File: config.mk
export PLATFORM = sky130hd
export DESIGN_NAME = spu_sm_sum_reci
export DESIGN_NICKNAME = d
export VERILOG_FILES = /design/src/rtl/spu_sm_pkg.sv /design/src/rtl/spu_sm_reci_div.sv /design/src/rtl/spu_sm_sum_reci.sv
export SDC_FILE = /design/constraint.sdc
export NUM_CORES = 1
export LEC_CHECK = 0
export ABC_AREA = 1
export BUFFER_PORTS_ARGS = -buffer_cell sky130_fd_sc_hd__buf_4
export CAP_MARGIN = 40
export CORE_MARGIN = 2
export CORE_UTILIZATION = 60
export CTS_CLUSTER_DIAMETER = 40
export CTS_CLUSTER_SIZE = 40
export DETAILED_ROUTE_END_ITERATION = 10
export GPL_TIMING_DRIVEN = 1
export PLACE_DENSITY = 0.81
export RECOVER_POWER = 50
export SLEW_MARGIN = 20
export SYNTH_ARGS = -nofsm -noshare
export SYNTH_HDL_FRONTEND = slang
export SYNTH_SLANG_ARGS = --single-unit
File: constraint.sdc
create_clock -name core_clk -period 3.03 [get_ports core_clk]
set_input_delay 0.4545 -clock core_clk [delete_from_list [all_inputs] [get_ports core_clk]]
set_output_delay 0.4545 -clock core_clk [all_outputs]
set_load 0.02 [all_outputs]
File: src/rtl/spu_sm_pkg.sv
// Shared softmax definitions: phase encodings, datapath widths and the
// reciprocal saturation helper used by the sum/reciprocal block.
package spu_sm_pkg;

  localparam int SUM_W     = 20;
  localparam int RECI_W    = 16;
  localparam int NUM_SHIFT = 24;
  localparam int DIV_ITER  = 25;
  localparam int EXP_W     = 8;
  localparam int BEAT_W    = EXP_W + 2;
  localparam int CNT_W     = $clog2(DIV_ITER);

  typedef enum logic [2:0] {
    SM_IDLE = 3'b000,
    SM_EU_A = 3'b001,
    SM_RECI = 3'b011,
    SM_EU_B = 3'b100,
    SM_MAX  = 3'b101
  } sm_state_e;

  typedef enum logic [1:0] {
    S_IDLE = 2'd0,
    S_ACC  = 2'd1,
    S_DIV  = 2'd2,
    S_DONE = 2'd3
  } fsm_e;

  // Quotients wider than RECI_W (divisor <= 256) and divide-by-zero clamp to all ones.
  function automatic logic [RECI_W-1:0] sat_quot(input logic [DIV_ITER-1:0] q,
                                                 input logic                div_zero);
    if (div_zero || (|q[DIV_ITER-1:RECI_W])) return '1;
    return q[RECI_W-1:0];
  endfunction

endpackage

File: src/rtl/spu_sm_reci_div.sv
// Serial restoring divider computing 2^NUM_SHIFT / divisor, one quotient bit
// per clock; done is asserted combinationally on the final iteration edge.
module spu_sm_reci_div
  import spu_sm_pkg::*;
(
  input  logic              core_clk,
  input  logic              rst_n,
  input  logic              start,
  input  logic              abort,
  input  logic [SUM_W-1:0]  divisor,
  output logic              busy,
  output logic              done,
  output logic [RECI_W-1:0] quot
);

  logic                busy_q, busy_d;
  logic [CNT_W-1:0]    cnt_q, cnt_d;
  logic [SUM_W:0]      rem_q, rem_d;
  logic [DIV_ITER-1:0] quo_q, quo_d;
  logic [SUM_W-1:0]    div_q, div_d;

  logic [SUM_W:0]      rem_sh;
  logic [SUM_W:0]      rem_nx;
  logic [DIV_ITER-1:0] quo_nx;
  logic                ge;
  logic                last;

  // The dividend is a single set bit at NUM_SHIFT, fed in on the first iteration.
  always_comb begin
    rem_sh = {rem_q[SUM_W-1:0], (cnt_q == '0)};
    ge     = (rem_sh >= {1'b0, div_q});
    rem_nx = ge ? (rem_sh - {1'b0, div_q}) : rem_sh;
    quo_nx = {quo_q[DIV_ITER-2:0], ge};
    last   = busy_q && (cnt_q == CNT_W'(DIV_ITER - 1));
  end

  always_comb begin
    busy_d = busy_q;
    cnt_d  = cnt_q;
    rem_d  = rem_q;
    quo_d  = quo_q;
    div_d  = div_q;
    if (start) begin
      busy_d = 1'b1;
      cnt_d  = '0;
      rem_d  = '0;
      quo_d  = '0;
      div_d  = divisor;
    end else if (abort) begin
      busy_d = 1'b0;
    end else if (busy_q) begin
      rem_d = rem_nx;
      quo_d = quo_nx;
      cnt_d = cnt_q + CNT_W'(1);
      if (last) busy_d = 1'b0;
    end
  end

  always_ff @(posedge core_clk or negedge rst_n) begin
    if (!rst_n) begin
      busy_q <= 1'b0;
      cnt_q  <= '0;
      rem_q  <= '0;
      quo_q  <= '0;
      div_q  <= '0;
    end else begin
      busy_q <= busy_d;
      cnt_q  <= cnt_d;
      rem_q  <= rem_d;
      quo_q  <= quo_d;
      div_q  <= div_d;
    end
  end

  assign busy = busy_q;
  assign done = last && !abort;
  assign quot = sat_quot(quo_nx, (div_q == '0));

endmodule

File: src/rtl/spu_sm_sum_reci.sv
// Softmax exp-sum accumulator and reciprocal unit. Define SPU_SM_SUM_SAT_EN to
// saturate the sum with a sticky overflow flag; otherwise the sum wraps.
module spu_sm_sum_reci
  import spu_sm_pkg::*;
(
  input  logic              core_clk,
  input  logic              rst_n,
  input  logic [2:0]        sm_state,
  input  logic              exp_valid,
  input  logic [EXP_W-1:0]  exp_q_0,
  input  logic [EXP_W-1:0]  exp_q_1,
  input  logic [EXP_W-1:0]  exp_q_2,
  input  logic [EXP_W-1:0]  exp_q_3,
  output logic              busy,
  output logic              reci_valid,
  output logic [RECI_W-1:0] reci_q,
  output logic              sum_ovf
);

  fsm_e              state_q, state_d;
  logic [SUM_W-1:0]  sum_q, sum_d;
  logic              ovf_q, ovf_d;
  logic [RECI_W-1:0] reci_d;
  logic              reci_valid_q, reci_valid_d;

  logic [BEAT_W-1:0] beat;
  logic [SUM_W:0]    sum_add;
  logic [SUM_W-1:0]  sum_nx;
  logic              ovf_nx;

  logic              div_start;
  logic              div_abort;
  logic              div_busy;
  logic              div_done;
  logic [RECI_W-1:0] div_quot;

  always_comb begin
    beat    = BEAT_W'(exp_q_0) + BEAT_W'(exp_q_1) + BEAT_W'(exp_q_2) + BEAT_W'(exp_q_3);
    sum_add = {1'b0, sum_q} + (SUM_W+1)'(beat);
`ifdef SPU_SM_SUM_SAT_EN
    if (sum_add[SUM_W]) begin
      sum_nx = '1;
      ovf_nx = 1'b1;
    end else begin
      sum_nx = sum_add[SUM_W-1:0];
      ovf_nx = ovf_q;
    end
`else
    sum_nx = sum_add[SUM_W-1:0];
    ovf_nx = 1'b0;
`endif
  end

  always_comb begin
    state_d      = state_q;
    sum_d        = sum_q;
    ovf_d        = ovf_q;
    reci_d       = reci_q;
    reci_valid_d = 1'b0;
    div_start    = 1'b0;
    div_abort    = 1'b0;
    case (state_q)
      S_IDLE: begin
        if (sm_state == SM_EU_A) begin
          state_d = S_ACC;
          sum_d   = '0;
          ovf_d   = 1'b0;
        end
      end
      S_ACC: begin
        if (exp_valid) begin
          sum_d = sum_nx;
          ovf_d = ovf_nx;
        end
        if (sm_state == SM_RECI) begin
          div_start = 1'b1;
          state_d   = S_DIV;
        end else if (sm_state != SM_EU_A) begin
          state_d = S_IDLE;
        end
      end
      S_DIV: begin
        // Leaving RECI mid-divide drops the result; reci_q keeps its old value.
        if (sm_state != SM_RECI) begin
          div_abort = 1'b1;
          state_d   = S_IDLE;
        end else if (div_done) begin
          reci_d       = div_quot;
          reci_valid_d = 1'b1;
          state_d      = S_DONE;
        end
      end
      S_DONE: begin
        if (sm_state != SM_RECI) state_d = S_IDLE;
      end
      default: state_d = S_IDLE;
    endcase
  end

  always_ff @(posedge core_clk or negedge rst_n) begin
    if (!rst_n) begin
      state_q      <= S_IDLE;
      sum_q        <= '0;
      ovf_q        <= 1'b0;
      reci_q       <= '0;
      reci_valid_q <= 1'b0;
    end else begin
      state_q      <= state_d;
      sum_q        <= sum_d;
      ovf_q        <= ovf_d;
      reci_q       <= reci_d;
      reci_valid_q <= reci_valid_d;
    end
  end

  spu_sm_reci_div u_div (
    .core_clk (core_clk),
    .rst_n    (rst_n),
    .start    (div_start),
    .abort    (div_abort),
    .divisor  (sum_q),
    .busy     (div_busy),
    .done     (div_done),
    .quot     (div_quot)
  );

  assign busy       = div_busy;
  assign reci_valid = reci_valid_q;
  assign sum_ovf    = ovf_q;

endmodule

# Word-level counts from Yosys, hierarchy flattened

Cells that the tools add are included.

$add $sub $neg: 6
Order comparisons: 1
Equal/unequal tests: 14
Mux-type cells: 37
Bitwise logic cells: 1
Reduce and logical (&&, ||, !) cells: 14

Operators with widths:

| kind                                          | number |
|---|---|
| 2-to-1 mux 20 bit                             | 6 |
| 2-to-1 mux 24 bit                             | 3 |
| case mux 20 bit (2 select lines)              | 1 |
| 2-to-1 mux 16 bit                             | 2 |
| >= comparator 21 x 20 -> 1 bit                | 1 |
| adder 20 x 10 -> 20 bit                       | 1 |
| logical NOT 20 bit                            | 1 |
| subtractor 20 bit                             | 1 |
| 2-to-1 mux 5 bit                              | 3 |
| 2-to-1 mux 1 bit                              | 14 |
| 2-to-1 mux 2 bit                              | 6 |
| adder 10 x 8 -> 10 bit                        | 1 |
| adder 9 x 8 -> 10 bit                         | 1 |
| adder 8 x 8 -> 9 bit                          | 1 |
| OR reduction 9 bit                            | 1 |
| inequality test 2 bit (second input constant) | 4 |
| case mux 2 bit (4 select lines)               | 1 |
| inequality test 3 bit (second input constant) | 2 |
| AND reduction 3 bit                           | 2 |
| adder 5 x 1 -> 5 bit (second input constant)  | 1 |
| == test 5 bit (second input constant)         | 1 |
| logical NOT 5 bit                             | 1 |
| == test 2 bit (second input constant)         | 2 |
| AND reduction 4 bit                           | 1 |
| other kinds (13)                              | 15 |

Register bits after elaboration: 110
Input port bits: 38

# Logic depth before layout (Yosys ltp)

Gate-level depths: netlist of the first run.

Depth after elaboration: 8
Gate-level depth with buffers: 18
Depth with buffers taken out: 18

# By module

From an unflattened synthesis of the first run, not the netlist that was laid out.

Cells, all modules: 1048
Area, all modules: 7508.5 sq um

By module, submodules not included:

| module          | instances | cells an instance | area each (sq um) | sequential area each (sq um) |
|---|---|---|---|---|
| spu_sm_reci_div | 1         | 634               | 4488.1            | 1751.7 |
| spu_sm_sum_reci | 1         | 414               | 3020.4            | 975.9 |

# Least setup slack after synthesis of the first run

Ideal clock, no wire load.

Path kind: input to register
Start: in exp_q_0[3]
End: reg sum_q[18]
Library setup time: 0.117 ns
Data arrival time: 3.307 ns
Setup slack: -0.394 ns
Stages on the path: 17
Buffers on the path: 0
Cells stage by stage: inv_1 > fa_1 > inv_1 > fa_1 > inv_1 > fa_1 > inv_1 > ha_1 > nand2_1 > o21ai_0 > nand2_1 > nand2_1 > nand3_1 > nand2_1 > nand2_1 > nor2_1 > nor2_1

Longest elaborated chain between the ends: 6

Ends and longest elaborated chain:

| what                             | RTL line               | text |
|---|---|---|
| start: declaration               | spu_sm_sum_reci.sv:10  | `input logic [EXP_W-1:0] exp_q_0,` |
| adder 8 x 8 -> 9 bit             | spu_sm_sum_reci.sv:38  | `beat = BEAT_W'(exp_q_0) + BEAT_W'(exp_q_1) + BEAT_W'(exp_q_2) + BEAT_W'(exp_q_3);` |
| adder 9 x 8 -> 10 bit            | spu_sm_sum_reci.sv:38  |  |
| adder 10 x 8 -> 10 bit           | spu_sm_sum_reci.sv:38  |  |
| adder 20 x 10 -> 20 bit          | spu_sm_sum_reci.sv:39  | `sum_add = {1'b0, sum_q} + (SUM_W+1)'(beat);` |
| 2-to-1 mux 20 bit                | spu_sm_sum_reci.sv:71  | `if (exp_valid) begin` |
| case mux 20 bit (2 select lines) | spu_sm_sum_reci.sv:62  | `case (state_q)` |
| end signal: assignment           | spu_sm_sum_reci.sv:109 | `sum_q <= sum_d;` |
| end: declaration                 | spu_sm_sum_reci.sv:21  | `logic [SUM_W-1:0] sum_q, sum_d;` |

No other way between the ends. The select of a mux whose other input is x is not followed.
A chain may end at the register's enable or synchronous reset.

# Final worst setup path of the first run

Start: in exp_q_2[3]
End: reg sum_q[14]

Longest elaborated chain between the ends: 5

Ends and longest elaborated chain:

| what                             | RTL line              | text |
|---|---|---|
| start: declaration               | spu_sm_sum_reci.sv:12 | `input logic [EXP_W-1:0] exp_q_2,` |
| adder 9 x 8 -> 10 bit            | spu_sm_sum_reci.sv:38 |  |
| adder 10 x 8 -> 10 bit           | spu_sm_sum_reci.sv:38 |  |
| adder 20 x 10 -> 20 bit          | spu_sm_sum_reci.sv:39 |  |
| 2-to-1 mux 20 bit                | spu_sm_sum_reci.sv:71 |  |
| case mux 20 bit (2 select lines) | spu_sm_sum_reci.sv:62 |  |

No other way between the ends. The select of a mux whose other input is x is not followed.

==> impl_metrics.yaml, run 1 <==
logic_synthesis:
  synthMostInstantiatedCell: "nand2_1"
  yosysWarnings: 0
  synthTopCellsByArea: "dfrtp_1 (37%), nand2_1 (14%), inv_1 (10%)"
  syn_area_mm2: 0.00739
  yosysSeqAreaShare_pct: 36.9
  async_flop_share_pct: 100
  synth_flop_cell: "dfrtp_1"
  syn_area_per_cell_um2: 7.44
  postSynthCellCount: 993
  synth_nets: 1092
  ys_ff_latch: 109
  synth_top_area_share_pct: 36.9
  yosysTopAreaCell: "dfrtp_1"
  synth_edf_count: 0
  synth.cells.most_frequent: "nand2_1 (268), inv_1 (198), dfrtp_1 (109)"
  synth_cell_types: 42
job:
  drv_cap: 1
detailed_routing:
  drtAntennaViolNets: 0
  drt-total-wl_um: 17400
  vias_per_cell: 5.49
  drtIter0Drc: 424
  wl_per_cell_um: 14.3
  drtPass1Iterations: 7
  drc: 0
  dr_total_vias: 6659
timing:
  slew_headroom_pct: -55.5
  min_period_over_period_pct: 102
  setup-violations-final: 6
  drv_slew: 110
  rsz0062_at_grt: "yes"
  fin_skew_ps: 12.3
  whs_ps: 355
  hold_viol: 0
  tns_ps: -129
  final.setup.worst_slack_ps: -46.8
  max_clock_freq_mhz: 325
  tightest_slew_ps: 2330
  finalCriticalPeriod_ps: 3080
grt:
  grt_max_degree: 110
  grt_overflow_total: 0
  track_usage_pct: 27.5
  first_global_vias: 6492
  antenna_found_initial: 0
  grt_pass1_wl_um: 29100
critical_path:
  worst-path-max-fanout: 5
  crit_required_ps: 3310
  critPathKind: "in2reg"
  critPathArrivalTime_ps: 3360
  end_kind: "flip-flop"
  start_kind: "input pin"
pwr:
  share_seq_of_total_power_pct: 20.9
  power.density_mw_per_mm2: 1230
  peakVddDrop_mv: 0.869
  p_int_w: 0.00542
  p_leak_nw: 4.67
  swShare_pct: 49.8
  combPwrFrac_pct: 67.7
  clockPowerShare_pct: 11.4
  switchingPower_w: 0.00538
outcome:
  violations: "max-capacitance violations, max-slew violations, negative setup slack"
  status: "complete, but fails checks"
die:
  start_util_pct: 61.5
  die_area_mm2: 0.0132
  die_w_um: 115
  ioPinCount: 57
  core_mm2: 0.0120
  die_h_um: 115
  rows: 40
cells_and_area:
  area_delta_synth_final_pct: 18.8
  drive_above_1_share_pct: 18.9
  nets: 1159
  fin_cells: 1212
  fin_util_pct: 73.1
  fill_cells: 895
  postLayoutCellArea_mm2: 0.00878
  diodes: 0
cts:
  root_buffer: "clkbuf_16"
  cts_buffers: 9
  insertion_delay_ps: 360
  htreeDepth: 3
  clkSlewWorstSetupHoldPaths_ps: 80
  cts_tree: "built"
  clockBufferDepth: 2
  cts_sinks: 109
placed_design:
  dp_hpwl_um: 12500
  dp.cells: 1191
  post_dp_cell_area_mm2: 0.00815
  place.gp.congestion: 0.936
  portBuffers: 55
worst_hold_path:
  hp-class: "in2reg"
[sequential cells by signal (all words and copies together) (netlist names)]
signal	count
u_div.quo_q	24
sum_q	20
u_div.div_q	20
u_div.rem_q	20
reci_q	16
u_div.cnt_q	5
state_q	2
reci_valid	1
u_div.busy	1
[logic make-up after synthesis]
group	count (synthesis)	share of synthesized area [%]
compound gates	128	9.55
xor+xnor	12	1.42
fa+ha+maj	61	12.8
buf+inv	227	12.2
flops	109	36.9
other cells	1	0.0507
simple gates	455	27.1
[cell usage in the layout, fill, tap and decap left out, types with 8 or more instances in the layout]
cell / n
clkbuf_16: 9
nand3b_1: 22
nand4_1: 10
nand3_1: 49
nor2_2: 8
o21ai_0: 35
o22ai_1: 28
nand2_2: 15
inv_2: 22
nand2_4: 8
nor2_1: 60
fa_1: 23
inv_1: 179
nand2_1: 251
a21oi_1: 32
dfrtp_1: 109
buf_4: 68
ha_1: 30
[worst paths after layout]
| check | slack, ps | depth (start not counted) | from | to |
|---|---|---|---|---|
| max | -50 | 19 | exp_q_2[3] | sum_q[14]$_DFFE_PN0P_ |
| min | 360 | 3 | sm_state[0] | state_q[1]$_DFFE_PN0P_ |
| max reg2reg | 410 | 15 | u_div.cnt_q[0]$_DFFE_PN0P_ | u_div.rem_q[16]$_DFFE_PN0P_ |
| min reg2reg | 490 | 2 | sum_q[4]$_DFFE_PN0P_ | u_div.div_q[4]$_DFFE_PN0P_ |
| max in group asynchronous | 730 | 2 | rst_n | u_div.rem_q[12]$_DFFE_PN0P_ |
| min in group asynchronous | 880 | 2 | rst_n | sum_q[0]$_DFFE_PN0P_ |
[per-stage QoR]
| step | worst slack (ps) | power (W) |
|---|---|---|
| 2_1_floorplan | -182 | 0.00726 |
| 3_3_place_gp | -379 | 0.00858 |
| 3_5_place_dp | -443 | 0.00875 |
| 4_1_cts | -31.8 | 0.0102 |
| 5_1_grt | -183 | 0.0118 |
| 6_report | -46.8 | 0.0108 |
[repair_timing]
action | CTS | global route
setup endpoints to repair | 8 | 15
buffers inserted | 4 | 1
pin swaps | 24 | 24
gates cloned | 0 | 0
hold buffers | 0 | 0
resized for setup | 21 | 59
hold endpoints to repair | 0 | 0
[power by group through the flow]
stage	Sequential, W	Clock [W]	Combinational, W
final	0.00226	0.00124	0.00731
after CTS	0.00225	0.00125	0.00675
after global placement	0.00226	0	0.00633
after floorplan	0.00220	0	0.00506
after global routing	0.00231	0.00132	0.00818
after detailed placement	0.00227	0	0.00648
[metal layers]
layer | GRT usage (%) | up-vias | wire length, µm
met5 | 0 | - | 0
met4 | 12.9 | 0 | 760
met3 | 3.64 | 64 | 787
met2 | 45.8 | 220 | 8420
met1 | 35.9 | 3143 | 7390
li1 | - | 3232 | -
[critical path, cell delays in order]
cell and delay, ps:
buf_6 70, inv_2 30, fa_1 520, inv_1 50
fa_1 470, inv_1 50, fa_1 500, inv_2 50
ha_4 330, nand2_4 70, o21ai_2 120, nand2_1 80
nand2_2 110, nand3_2 80, nand2_2 90, nand2_1 70
nand2_1 80, nand2_1 50, nor2_1 80
[final cells by class]
class | instances | area [µm²] | share of cell area (%)
clock buffer | 10 | 239 | 2.72
inverter | 206 | 796 | 9.06
timing repair buffer | 77 | 606 | 6.90
sequential | 109 | 2730 | 31.1
clock inverter | 6 | 76.3 | 0.869
tap | 147 | 184 | 2.09
multi-input combinational | 657 | 4150 | 47.3
(Power assumes the default switching activity.)
==> run 2: changes to the inputs <==
RECOVER_POWER = unset   (was 50)
==> impl_metrics.yaml, run 2 (synthesis results as in run 1) <==
detailed_routing:
  wl_per_cell_um: 14.3
  drt-total-wl_um: 17400
  dr_total_vias: 6654
  drtIter0Drc: 430
  drtAntennaViolNets: 0
  vias_per_cell: 5.49
  drtPass1Iterations: 5
  drc: 0
critical_path:
  critPathKind: "in2reg"
  end_kind: "flip-flop"
  worst-path-max-fanout: 5
  start_kind: "input pin"
  crit_top_cell: "nand2_1"
  path_cells: "buf_6 > inv_2 > fa_1 > inv_1 > fa_1 > inv_1 > fa_1 > inv_2 > ha_4 > nand2_4 > o21ai_2 > nand2_1 > nand2_2 > nand3_2 > nand2_2 > nand2_1 > nand2_1 > nand2_1 > nor2_1"
  crit_required_ps: 3310
  critPathMaxStageDelay_ps: 520
  slowest_stage: "fa_1"
  critPathArrivalTime_ps: 3360
cells_and_area:
  largest-register: "u_div.quo_q"
  layout_common_cells: "nand2_1 (251), inv_1 (179), dfrtp_1 (109)"
  area_delta_synth_final_pct: 19.0
  largest_reg_flops: 24
  fin_util_pct: 73.2
  drive_above_1_share_pct: 18.9
  nets: 1159
  layout_commonest_cell: "nand2_1"
  fin_cells: 1212
  postLayoutCellArea_mm2: 0.00880
  diodes: 0
grt:
  grtUsageMet3_pct: 3.64
  grt_max_degree: 110
  antenna_found_initial: 0
  first_global_vias: 6492
  met2_usage_pct: 45.8
  grt_pass1_wl_um: 29100
  grt_overflow_total: 0
  track_usage_pct: 27.5
  grt_use_met1_pct: 35.9
  top_usage_layer: "met2"
cts:
  clkSlewWorstSetupHoldPaths_ps: 80
  insertion_delay_ps: 360
  cts_buffers: 9
  cts_sinks: 109
  cts_tree: "built"
  clockBufferDepth: 2
  htreeDepth: 3
  root_buffer: "clkbuf_16"
timing:
  final.setup.worst_slack_ps: -46.2
  hold_viol: 0
  min_period_over_period_pct: 102
  slew_headroom_pct: 53.6
  fin_skew_ps: 10.8
  tns_ps: -130
  finalCriticalPeriod_ps: 3080
  max_clock_freq_mhz: 325
  tightest_slew_ps: 694
  rsz0062_at_grt: "yes"
  setup-violations-final: 7
  drv_slew: 0
outcome:
  status: "complete, but fails checks"
  violations: "negative setup slack"
pwr:
  peakVddDrop_mv: 0.868
  power.density_mw_per_mm2: 1230
  p_leak_nw: 4.67
worst_hold_path:
  hp-class: "in2async"
job:
  drv_cap: 0
placed_design:
  portBuffers: 55
  dp.cells: 1191
  dp_hpwl_um: 12500
  place.gp.congestion: 0.936
  post_dp_cell_area_mm2: 0.00815
die:
  ioPinCount: 57
  rows: 40
  start_util_pct: 61.5
  core_mm2: 0.0120
  die_w_um: 115
  die_area_mm2: 0.0132
  die_h_um: 115
==> run 2: changes by cell type in the layout (fill, tap and decap cells not counted) <==
cell      change
buf_12        +1
buf_2         -1
buf_4         +1
clkbuf_4      -1
==> run 2: where the power goes <==
part           switching, W  internal [W]  total, W
Sequential         0.000293       0.00196   0.00226
Combinational       0.00453       0.00278   0.00731
Clock              0.000561      0.000676   0.00124
==> run 2: layer usage <==
layer / vias to the layer above / part of all wire (%)
li1: 3234 / -
met1: 3150 / 43
met2: 208 / 48
met3: 62 / 4.5
met4: 0 / 4.3
met5: - / 0
==> run 2: area by class of cell <==
| cell class | count | area (µm²) |
|---|---|---|
| sequential | 109 | 2730 |
| inverter | 206 | 796 |
| multi-input combinational | 657 | 4150 |
| fill | 893 | 3220 |
| clock inverter | 6 | 76.3 |
| tap | 147 | 184 |
| timing repair buffer | 77 | 621 |
| clock buffer | 10 | 239 |
==> run 2: what timing repair did <==
item	4_1_cts	5_1_grt
buffers inserted	4	1
setup endpoints to repair	8	15
resized for setup	21	59
hold buffers	0	0
pin swaps	24	24
==> run 2: final timing paths <==
kind                                             from                           to  slack [ps]  cells after the start
setup reg to reg           u_div.cnt_q[0]$_DFFE_PN0P_  u_div.rem_q[16]$_DFFE_PN0P_         410                     15
min in group core_clk                     sm_state[0]       state_q[1]$_DFFE_PN0P_         360                      3
max in group asynchronous                       rst_n  u_div.rem_q[12]$_DFFE_PN0P_        2420                      2
setup / recovery                           exp_q_2[3]        sum_q[14]$_DFFE_PN0P_         -50                     19
hold / removal                                  rst_n         sum_q[0]$_DFFE_PN0P_         120                      2
hold reg to reg                  sum_q[4]$_DFFE_PN0P_   u_div.div_q[4]$_DFFE_PN0P_         490                      2
==> run 2: stage by stage <==
| stage | hold WS, ps | worst slack [ps] | power (W) |
|---|---|---|---|
| 2_1_floorplan | 159 | -182 | 0.00726 |
| 6_report | 118 | -46.2 | 0.0108 |
| 3_5_place_dp | 481 | -443 | 0.00875 |
| 4_1_cts | 186 | -31.8 | 0.0102 |
| 3_3_place_gp | 463 | -379 | 0.00858 |
| 5_1_grt | 198 | -183 | 0.0118 |
==> run 2: worst max-delay path: cells and delay by family <==
family          cells  cell delay (ps)
buf+inv             5              250
fa+ha+maj           4             1820
simple gates        9              710
compound gates      1              120
